==> src/rtl/icache_refill_ctrl.sv <==
// Refill sequencer for the single-port icache data array: assembles memory beats
// into a full line, writes it back, and arbitrates the port with IFU fetch reads.
module icache_refill_ctrl #(
    parameter int ICACHE_DATA_WIDTH  = 256,
    parameter int ICACHE_INDEX_WIDTH = 6,
    parameter int MEM_DATA_WIDTH     = 64
) (
    input  logic                          clk_i,
    input  logic                          rst_i,
    input  logic                          ifu_req_valid_i,
    output logic                          ifu_req_ready_o,
    input  logic [ICACHE_INDEX_WIDTH-1:0] ifu_req_index_i,
    output logic                          ifu_rsp_valid_o,
    output logic [ICACHE_DATA_WIDTH-1:0]  ifu_rsp_data_o,
    input  logic                          refill_req_valid_i,
    output logic                          refill_req_ready_o,
    input  logic [ICACHE_INDEX_WIDTH-1:0] refill_req_index_i,
    output logic                          refill_done_o,
    output logic                          mem_req_valid_o,
    input  logic                          mem_req_ready_i,
    output logic [ICACHE_INDEX_WIDTH-1:0] mem_req_index_o,
    input  logic                          mem_rsp_valid_i,
    input  logic [MEM_DATA_WIDTH-1:0]     mem_rsp_data_i,
    output logic [ICACHE_INDEX_WIDTH-1:0] icache_index_o,
    output logic [ICACHE_DATA_WIDTH-1:0]  icache_wdata_o,
    output logic                          icache_wen_o,
    input  logic [ICACHE_DATA_WIDTH-1:0]  icache_rdata_i
);

    localparam int BEATS = ICACHE_DATA_WIDTH / MEM_DATA_WIDTH;
    localparam int CNT_W = $clog2(BEATS);

    localparam logic [1:0] IDLE    = 2'd0;
    localparam logic [1:0] MEM_REQ = 2'd1;
    localparam logic [1:0] FILL    = 2'd2;
    localparam logic [1:0] WRITE   = 2'd3;

    logic [1:0]                    state_q, state_d;
    logic [CNT_W-1:0]              beatCnt_q, beatCnt_d;
    logic [ICACHE_INDEX_WIDTH-1:0] refillIdx_q, refillIdx_d;
    logic [ICACHE_DATA_WIDTH-1:0]  lineBuf_q, lineBuf_d;
    logic                          ifuRspValid_q, ifuRspValid_d;
    logic                          ifuReady;
    logic                          refillReady;

    assign refillReady = rst_i && (state_q == IDLE);

    // A fetch must not read a set whose line is mid-refill, including one being
    // accepted this very cycle, and the array port belongs to the write in WRITE.
    always_comb begin
        ifuReady = 1'b1;
        if (!rst_i) begin
            ifuReady = 1'b0;
        end else begin
            case (state_q)
                WRITE:         ifuReady = 1'b0;
                MEM_REQ, FILL: if (ifu_req_index_i == refillIdx_q) ifuReady = 1'b0;
                IDLE:          if (refill_req_valid_i && (ifu_req_index_i == refill_req_index_i)) ifuReady = 1'b0;
                default:       ifuReady = 1'b1;
            endcase
        end
    end

    always_comb begin
        state_d       = state_q;
        beatCnt_d     = beatCnt_q;
        refillIdx_d   = refillIdx_q;
        lineBuf_d     = lineBuf_q;
        ifuRspValid_d = ifu_req_valid_i && ifuReady;
        case (state_q)
            IDLE: begin
                if (refill_req_valid_i && refillReady) begin
                    refillIdx_d = refill_req_index_i;
                    state_d     = MEM_REQ;
                end
            end
            MEM_REQ: begin
                if (mem_req_ready_i) begin
                    beatCnt_d = '0;
                    state_d   = FILL;
                end
            end
            FILL: begin
                if (mem_rsp_valid_i) begin
                    for (int k = 0; k < BEATS; k++) begin
                        if (beatCnt_q == CNT_W'(k)) begin
                            lineBuf_d[k*MEM_DATA_WIDTH +: MEM_DATA_WIDTH] = mem_rsp_data_i;
                        end
                    end
                    beatCnt_d = beatCnt_q + CNT_W'(1);
                    if (beatCnt_q == CNT_W'(BEATS-1)) begin
                        state_d = WRITE;
                    end
                end
            end
            WRITE:   state_d = IDLE;
            default: state_d = IDLE;
        endcase
    end

    always_ff @(posedge clk_i) begin
        if (!rst_i) begin
            state_q       <= IDLE;
            beatCnt_q     <= '0;
            refillIdx_q   <= '0;
            lineBuf_q     <= '0;
            ifuRspValid_q <= 1'b0;
        end else begin
            state_q       <= state_d;
            beatCnt_q     <= beatCnt_d;
            refillIdx_q   <= refillIdx_d;
            lineBuf_q     <= lineBuf_d;
            ifuRspValid_q <= ifuRspValid_d;
        end
    end

    assign ifu_req_ready_o    = ifuReady;
    assign ifu_rsp_valid_o    = ifuRspValid_q;
    assign ifu_rsp_data_o     = icache_rdata_i;
    assign refill_req_ready_o = refillReady;
    assign refill_done_o      = (state_q == WRITE);
    assign mem_req_valid_o    = (state_q == MEM_REQ);
    assign mem_req_index_o    = refillIdx_q;
    assign icache_wen_o       = (state_q == WRITE);
    assign icache_index_o     = (state_q == WRITE) ? refillIdx_q : ifu_req_index_i;
    assign icache_wdata_o     = lineBuf_q;

endmodule

==> config.mk <==
export PLATFORM = sky130hd
export DESIGN_NAME = icache_refill_ctrl
export DESIGN_NICKNAME = d
export VERILOG_FILES = /design/src/rtl/icache_refill_ctrl.sv
export SDC_FILE = /design/constraint.sdc
export NUM_CORES = 1
export LEC_CHECK = 0
export ABC_CLOCK_PERIOD_IN_PS = 1920
export BUFFER_PORTS_ARGS = -buffer_cell sky130_fd_sc_hd__buf_2
export CORE_AREA = 2 2 336 338
export DETAILED_ROUTE_END_ITERATION = 7
export DIE_AREA = 0 0 338 340
export PLACE_DENSITY = 0.3
export SLEW_MARGIN = 15
export SYNTH_ARGS = -nofsm -noshare
export SYNTH_HDL_FRONTEND = slang
export SYNTH_SLANG_ARGS = --single-unit
==> constraint.sdc <==
create_clock -name clk_i -period 1.92 [get_ports clk_i]
set_clock_uncertainty 0.1 [all_clocks]
set_input_delay 0.096 -clock clk_i [delete_from_list [all_inputs] [get_ports clk_i]]
set_output_delay 0.096 -clock clk_i [all_outputs]
set_load 0.02 [all_outputs]
==> results.cfg, run 1 <==
[status]
status = finished, violations left
violations = setup timing

[worst_hold_path]
min_path_cells = 0
hold_class = input port to primary output

[final_layout]
fin_area_mm2 = 0.01689
syn_to_final_growth_pct = 31.60
fillers = 12651
drive_gt1_frac = 0.3649
fin_util = 0.1514
final_nets = 1987

[critical_path]
endpoint_kind = primary output
r2r_cells = 7
path_max_fanout = 4
critPathKind = register to primary output
cp.arrival_ns = 1.94
cp.required_ns = 1.72
start_kind = register

[clocking]
cts_inserted_buffers = 39
clock_latency_ns = 0.56
cts_buffer_depth = 3
clkTransAtPathRegs_ns = 0.05
clkSinkCount = 267
cts_max_level = 2
cts_root_buffer = clkbuf_16
cts_tree = done

[timing]
fin_setup_tns_ns = -0.3909
rsz0062_at_grt = yes
maxSlewHeadroom = 0.4891
worst_slack_ns = -0.2177
hold_viol_final = 0
setup_viol = 7
finalMaxSlewViolations = 0
worst_slew_pin_slew_ns = 0.7639
post-route-period-util = 1.113
hold_slack_ns = 0.09201
fin_crit_ns = 2.138
fmax_mhz = 467.8

[synth]
yosysUniqueCellTypes = 34
avgSynthCellArea_um2 = 8.729
synthCells = 1470
synth_warnings = 0
synth_nets = 1817
synthesis.area_mm2 = 0.01283
ys_ff_latch = 267
synth-seq-area-share = 0.4165

[grt]
grt_usage = 0.09158
antenna_found_initial = 4
grt_pass1_wl_mm = 76.02
grt_overflow = 0
grt_max_degree = 117
grt_pass1_vias = 10480

[placement]
gpl.final_weighted_congestion = 0.7469
place_area_mm2 = 0.01449
io_buffers = 355
place_hpwl_mm = 38.11

[power]
power.density_mw_per_mm2 = 942.4
sw_frac_of_total = 0.2915
peakVddDrop_mv = 0.5451
finalPower_mw = 15.91
p_int_mw = 11.28
power.clock.fraction = 0.460
power_leakage_nw = 6.369
p_sw_mw = 4.639
power_frac_seq = 0.372
combPwrFrac = 0.168

[detailed_routing]
drt_iter0_drc = 344
wl_mm = 54.01
ant_nets = 0
dr_total_vias = 10169
first_pass_iters = 6
drc = 0
avgRoutedWirePerCell_um = 17.02
viasPerCell = 3.205

[die]
initial_utilization = 0.1150
pin_count = 868
die_h_um = 340
die_area_mm2 = 0.1149
row_count = 123
core-area_mm2 = 0.1116
die_x_um = 338

[run]
cap_violations = 0
-- critical path: stages, from the launching register on --
cell	delay, ns
dfxtp_1	0.42
xor2_2	0.21
nor3_4	0.09
buf_6	0.13
o22ai_4	0.35
buf_12	0.17
-- cells by family after synthesis --
logic type | Yosys count | share of synthesized area
adder cells (fa/ha/maj) | 9 | 0.008776
flip-flops | 267 | 0.4165
XOR/XNOR | 12 | 0.008190
buffers and inverters | 349 | 0.1969
AO/OA/AOI/OAI | 272 | 0.1946
AND/OR/NAND/NOR | 554 | 0.1690
multiplexers | 7 | 0.006045
-- per-stage QoR --
| stage | setup WS [ns] | instances |
|---|---|---|
| floorplan | 0.1802 | 1470 |
| global placement | -0.1426 | 3011 |
| detailed placement | -0.1366 | 3011 |
| CTS | -0.3451 | 3169 |
| global route | -0.3476 | 3170 |
| finish | -0.2177 | 3173 |
-- layout by cell type, fill, tap and decap left out, drive strengths merged, types with 5 or more instances in the layout --
cell type      n
dfxtp        267
dlygate4sd3   84
a21boi       265
ha             9
clkinv         8
clkbuf        56
xor2           5
buf          388
nand3         12
inv            9
mux2           6
xnor2          7
nand2        523
-- registers in the layout, indices dropped and copies added, names as in the netlist --
signal / cells
icache_wdata_o: 256
mem_req_index_o: 6
beatCnt_q: 2
state_q: 2
ifu_rsp_valid_o: 1
-- timing repair --
item                                    CTS  global route
hold endpoints to repair                266             0
endpoints found under the setup margin   10            14
setup buffers                             7             4
hold buffers                             84             0
pin swaps                                 7             5
gates resized for setup                  47            14
-- path summary, 6_finish.rpt --
path / from / to / slack [ns]
worst min register to register: icache_wdata_o[166] / icache_wdata_o[166] / 0.35
worst min-delay path: icache_rdata_i[120] / ifu_rsp_data_o[120] / 0.09
worst max register to register: state_q[0] / state_q[1] / 0.09
worst max-delay path: mem_req_index_o[0] / ifu_req_ready_o / -0.22
-- power groups by stage --
| stage | Clock, mW | Sequential, mW | Combinational, mW |
|---|---|---|---|
| after floorplan | 0 | 6.18 | 1.74 |
| after global placement | 0 | 6.01 | 2.34 |
| after detailed placement | 0 | 6.01 | 2.36 |
| after CTS | 7.75 | 5.91 | 2.73 |
| after global routing | 7.93 | 5.94 | 2.94 |
| final | 7.33 | 5.92 | 2.67 |
-- cell usage after synthesis --
cell	count	area share
a2111oi_2	1	0.0012
a21boi_0	24	0.014
a21boi_1	120	0.070
a21boi_2	121	0.11
and2_1	1	0.00049
and3_1	2	0.00097
and3_4	2	0.0018
buf_2	14	0.0055
buf_4	273	0.16
buf_6	2	0.0018
buf_8	14	0.016
clkbuf_1	40	0.012
clkbuf_2	1	0.00039
dfxtp_1	267	0.42
ha_1	9	0.0088
inv_1	5	0.0015
mux2_2	6	0.0053
mux2i_1	1	0.00078
nand2_1	523	0.15
nand3_1	8	0.0031
nand3_2	4	0.0031
nand4_1	2	0.00097
nor2_1	4	0.0012
nor2b_1	3	0.0015
nor2b_4	1	0.0011
nor3_1	2	0.00078
nor3b_1	1	0.00059
nor4_1	1	0.00049
o21ai_0	2	0.00078
o21bai_1	1	0.00059
o22ai_1	2	0.00097
o41ai_1	1	0.00068
xnor2_1	7	0.0048
xor2_1	5	0.0034
-- layer usage --
metal | track usage | vias to the layer above | share of wire
met2 | 0.1445 | 362 | 0.45
met4 | 0.05389 | 0 | 0.059
met5 | 0 | - | 0
met1 | 0.1050 | 4823 | 0.40
li1 | - | 4784 | -
met3 | 0.03487 | 200 | 0.092
-- area by class of cell --
| class | count | area [um^2] | area share |
|---|---|---|---|
| Antenna cell | 4 | 10.01 | 0.0005927 |
| Clock buffer | 55 | 1136 | 0.06727 |
| Clock inverter | 15 | 146.4 | 0.008669 |
| Inverter | 5 | 18.77 | 0.001111 |
| Multi-Input combinational cell | 854 | 5137 | 0.3042 |
| Sequential cell | 267 | 5364 | 0.3176 |
| Tap cell | 1500 | 1877 | 0.1111 |
| Timing Repair Buffer | 473 | 3198 | 0.1894 |
No activity file was read; power rests on OpenSTA's default activity.
==> run 2: changes to the inputs <==
--- a/config.mk
+++ b/config.mk
@@ -7,10 +7,12 @@
 export LEC_CHECK = 0
 export ABC_CLOCK_PERIOD_IN_PS = 1920
 export BUFFER_PORTS_ARGS = -buffer_cell sky130_fd_sc_hd__buf_2
+export CELL_PAD_IN_SITES_DETAIL_PLACEMENT = 1
+export CELL_PAD_IN_SITES_GLOBAL_PLACEMENT = 1
 export CORE_AREA = 2 2 336 338
 export DETAILED_ROUTE_END_ITERATION = 7
 export DIE_AREA = 0 0 338 340
-export PLACE_DENSITY = 0.3
+export PLACE_DENSITY = 0.38
 export SLEW_MARGIN = 15
 export SYNTH_ARGS = -nofsm -noshare
 export SYNTH_HDL_FRONTEND = slang
==> results.cfg, run 2 (synthesis gave the netlist of run 1 again) <==
[status]
status = finished, violations left
violations = setup timing

[final_layout]
final_nets = 1991
drive_gt1_frac = 0.3678
largest_reg_flops = 256
most-common-layout-cells = nand2_1, buf_2, dfxtp_1
antenna_cells = 0
fillers = 13175
final_common_cell = nand2_1
syn_to_final_growth_pct = 32.18

[die]
die_h_um = 340
die_x_um = 338
die_area_mm2 = 0.1149
row_count = 123
initial_utilization = 0.1150
pin_count = 868
core-area_mm2 = 0.1116

[timing]
maxSlewHeadroom = 0.5652
finalMaxSlewViolations = 0
fin_crit_ns = 1.968
rsz0062_at_grt = yes
setup_viol = 6
post-route-period-util = 1.025
worst_slew_pin_slew_ns = 0.6463
fin_setup_tns_ns = -0.1761
hold_viol_final = 0
fmax_mhz = 508.2
hold_slack_ns = 0.03482
worst_slack_ns = -0.04787

[clocking]
cts_root_buffer = clkbuf_16
cts_tree = done
clkSinkCount = 267
clock_latency_ns = 0.58
cts_inserted_buffers = 38
cts_max_level = 2
clkTransAtPathRegs_ns = 0.06
cts_buffer_depth = 3

[power]
finalPower_mw = 16.33
power_leakage_nw = 6.425
peakVddDrop_mv = 0.4204
power.density_mw_per_mm2 = 963.1

[critical_path]
path_max_fanout = 4
cp.required_ns = 2.24
r2r_end = ifu_rsp_valid_o
endpoint_kind = register
r2r_cells = 12
r2r_slack_ns = -0.05
start_kind = register
cp.arrival_ns = 2.28
critPathKind = register to register
reg2reg_from = mem_req_index_o[3]

[grt]
antenna_found_initial = 2
grt_pass1_wl_mm = 77.13
grt_pass1_vias = 11133
grt_usage = 0.09253
grt_max_degree = 118
grt_overflow = 0

[detailed_routing]
dr_total_vias = 10367
drt_iter0_drc = 259
drc = 0
viasPerCell = 3.268
first_pass_iters = 4
ant_nets = 0
avgRoutedWirePerCell_um = 17.35
wl_mm = 55.03

[worst_hold_path]
min_path_cells = 4
hold_class = input port to register
holdPathEnd = ifu_rsp_valid_o
hold_path_startpoint = refill_req_index_i[5]

[run]
cap_violations = 0

[placement]
gpl.final_weighted_congestion = 0.7465
place_hpwl_mm = 39.39
io_buffers = 355
## run 2: how the worst max path moves through the flow
stage	endpoint	slack [ns]	startpoint	depth (start not counted)
floorplan	state_q[1]	0.18	state_q[1]	6
global placement	state_q[1]	0.05	state_q[0]	6
detailed placement	state_q[1]	0.04	state_q[0]	6
CTS	ifu_req_ready_o	-0.17	mem_req_index_o[3]	5
global route	ifu_req_ready_o	-0.17	mem_req_index_o[3]	5
finish	ifu_rsp_valid_o	-0.05	mem_req_index_o[3]	12
## run 2: what timing repair did
| action | 4_1_cts | 5_1_grt |
|---|---|---|
| pin swaps | 5 | 5 |
| setup buffers | 10 | 1 |
| hold buffers | 82 | 0 |
| gates resized for setup | 19 | 25 |
| hold endpoints to repair | 267 | 0 |
| gates cloned | 0 | 0 |
| setup endpoints to repair | 10 | 17 |
## run 2: area by class of cell
type	count	area [um^2]	area share
Sequential cell	267	5363	0.3162
Multi-Input combinational cell	854	5104	0.3009
Clock buffer	53	1121	0.06610
Clock inverter	15	264.0	0.01557
Tap cell	1500	1877	0.1107
Timing Repair Buffer	478	3214	0.1895
Inverter	5	18.77	0.001107
## run 2: routing by layer
metal / routed length (um) / GRT usage / vias up
met2: 25880 / 0.1552 / 337
met3: 4301 / 0.03208 / 181
met1: 22270 / 0.1036 / 5062
met4: 2577 / 0.04602 / 0
met5: 0 / 0 / -
li1: - / - / 4787
## run 2: per-stage QoR
step	std cells	util	setup slack, ns	cell area (um^2)
CTS	3172	0.1511	-0.1677	16860
global route	3172	0.1520	-0.1651	16960
detailed placement	3012	0.1299	0.03809	14500
global placement	3012	0.1299	0.04853	14500
floorplan	1470	-	0.1802	12830
finish	3172	0.1520	-0.04787	16960
## run 2: power by group
group / total [mW] / internal (mW) / switching (mW)
Clock: 7.87 / 5.01 / 2.86
Combinational: 2.54 / 1.05 / 1.49
Sequential: 5.92 / 5.76 / 0.160
Total: 16.3 / 11.8 / 4.51
## run 2: worst max-delay path: stages, from the launching register on
cell and delay, ns:
dfxtp_2 0.38, xnor2_2 0.13, nand4_1 0.13, nor3_2 0.21
buf_4 0.15, buf_4 0.09, buf_4 0.09, buf_4 0.10
buf_4 0.10, buf_4 0.09, buf_4 0.09, buf_4 0.09
o22ai_2 0.06
==> run 3: changes to the inputs <==
==> constraint.sdc (replaced) <==
create_clock -name clk_i -period 1.92 [get_ports clk_i]
set_clock_uncertainty 0.1 [all_clocks]
set_input_delay 0.192 -clock clk_i [delete_from_list [all_inputs] [get_ports clk_i]]
set_output_delay 0.192 -clock clk_i [all_outputs]
set_load 0.02 [all_outputs]
==> results.cfg, run 3 (synthesis gave the netlist of run 1 again) <==
[grt]
use_met3 = 0.02991
grt_pass1_vias = 11124
use_met2 = 0.1547
grt_usage = 0.09416
antenna_found_initial = 4
grt-busiest-layer = met2
grt_max_degree = 119
met1_usage = 0.1094
grt_pass1_wl_mm = 78.03
grt_overflow = 0

[critical_path]
path_max_fanout = 7
crit_chain = ha_4 -> buf_12 -> mux2_4 -> buf_6
cp_top_family = flip-flops
endpoint_kind = primary output
worst_path_largest_cell_delay_ns = 0.39
critical-path-slowest-cell = dfxtp_4
crit_buf_inv = 2
critPathKind = register to primary output
cp.required_ns = 1.63
cp.arrival_ns = 1.80
start_kind = register

[placement]
gpl.final_weighted_congestion = 0.7447
place_hpwl_mm = 39.59
io_buffers = 355

[clocking]
cts_max_level = 2
clkSinkCount = 267
clock_latency_ns = 0.57
cts_tree = done
cts_root_buffer = clkbuf_16
clkTransAtPathRegs_ns = 0.06
cts_inserted_buffers = 39
cts_buffer_depth = 3

[timing]
finalMaxSlewViolations = 0
post-route-period-util = 1.088
hold_slack_ns = 0.1358
setup_viol = 7
hold_viol_final = 0
rsz0062_at_grt = yes
fin_setup_tns_ns = -0.7504
maxSlewHeadroom = 0.5494
worst_slew_pin_slew_ns = 0.6697
fin_crit_ns = 2.089
fmax_mhz = 478.6
worst_slack_ns = -0.1694

[detailed_routing]
drt_iter0_drc = 329
first_pass_iters = 4
wl_mm = 55.77
avgRoutedWirePerCell_um = 17.58
ant_nets = 0
viasPerCell = 3.250
dr_total_vias = 10309
drc = 0

[final_layout]
fillers = 13135
final_common_cell = nand2_1
seq_area_mm2 = 0.005363
syn_to_final_growth_pct = 31.85
largest_reg_flops = 256
fin_util = 0.1516
most-common-layout-cells = nand2_1, buf_2, dfxtp_1
multi_input_area_mm2 = 0.005106
drive_gt1_frac = 0.3635
final_nets = 1989

[die]
pin_count = 868
row_count = 123
die_h_um = 340
core-area_mm2 = 0.1116
die_area_mm2 = 0.1149
die_x_um = 338
initial_utilization = 0.1150

[power]
power_leakage_nw = 6.402
finalPower_mw = 16.10
power.density_mw_per_mm2 = 951.4
peakVddDrop_mv = 0.4412

[worst_hold_path]
hold_class = input port to register

[status]
violations = setup timing
status = finished, violations left

[run]
cap_violations = 0
-- run 3: cell types whose count changed in the layout (fill, tap and decap cells not counted), moves of 3 or more --
cell        previous run  this run
bufinv_16              7         4
buf_2                347       344
buf_4                 21        17
clkinvlp_4             4         0
dfxtp_2                5         2
buf_6                  7        10
-- run 3: worst reg2reg max path: stages, from the launching register on --
cell and delay, ns:
dfxtp_4 0.36, buf_4 0.14, ha_1 0.22, nor2b_4 0.16
a2111oi_4 0.37, mux2i_1 0.25, nor2b_1 0.06
-- run 3: path summary, 6_finish.rpt --
kind | endpoint | cells after the start | start | slack (ns)
worst min-delay path | beatCnt_q[0] | 4 | mem_rsp_valid_i | 0.14
worst max-delay path | icache_index_o[5] | 4 | state_q[1] | -0.17
worst max register to register | state_q[1] | 6 | state_q[0] | 0.15
worst min register to register | icache_wdata_o[170] | 2 | icache_wdata_o[170] | 0.35
-- run 3: final cells by class --
class	instances	share of cell area
Sequential cell	267	0.3169
Clock buffer	57	0.06833
Multi-Input combinational cell	854	0.3018
Timing Repair Buffer	475	0.1902
Tap cell	1500	0.1109
Clock inverter	12	0.01013
Antenna cell	2	0.0002958
Inverter	5	0.001405
-- run 3: per-layer routing --
metal  routed length (um)  up-vias
met5                    0        -
met4                 2707        0
met3                 4083      180
met2                25880      360
met1                23100     4981
li1                     -     4788
-- run 3: timing repair --
action	in CTS	in global routing
gates resized for setup	44	13
endpoints found under the setup margin	11	40
hold endpoints to repair	266	0
hold buffers	82	0
setup buffers	3	4
pin swaps	8	3
-- run 3: where the power goes --
| group | total, mW | switching, mW | leakage, nW | internal [mW] |
|---|---|---|---|---|
| sequential | 5.91 | 0.156 | 2.16 | 5.76 |
| clock | 7.60 | 2.89 | 0.655 | 4.71 |
| combinational | 2.58 | 1.51 | 3.59 | 1.07 |
| total | 16.1 | 4.56 | 6.40 | 11.5 |
-- run 3: through the flow --
| step | area (um^2) | setup slack (ns) | instances |
|---|---|---|---|
| global route | 16920 | -0.2538 | 3170 |
| finish | 16920 | -0.1694 | 3172 |
| detailed placement | 14530 | -0.0008760 | 3015 |
| CTS | 16840 | -0.2186 | 3168 |
| floorplan | 12830 | 0.1538 | 1470 |
| global placement | 14530 | 0.01350 | 3015 |
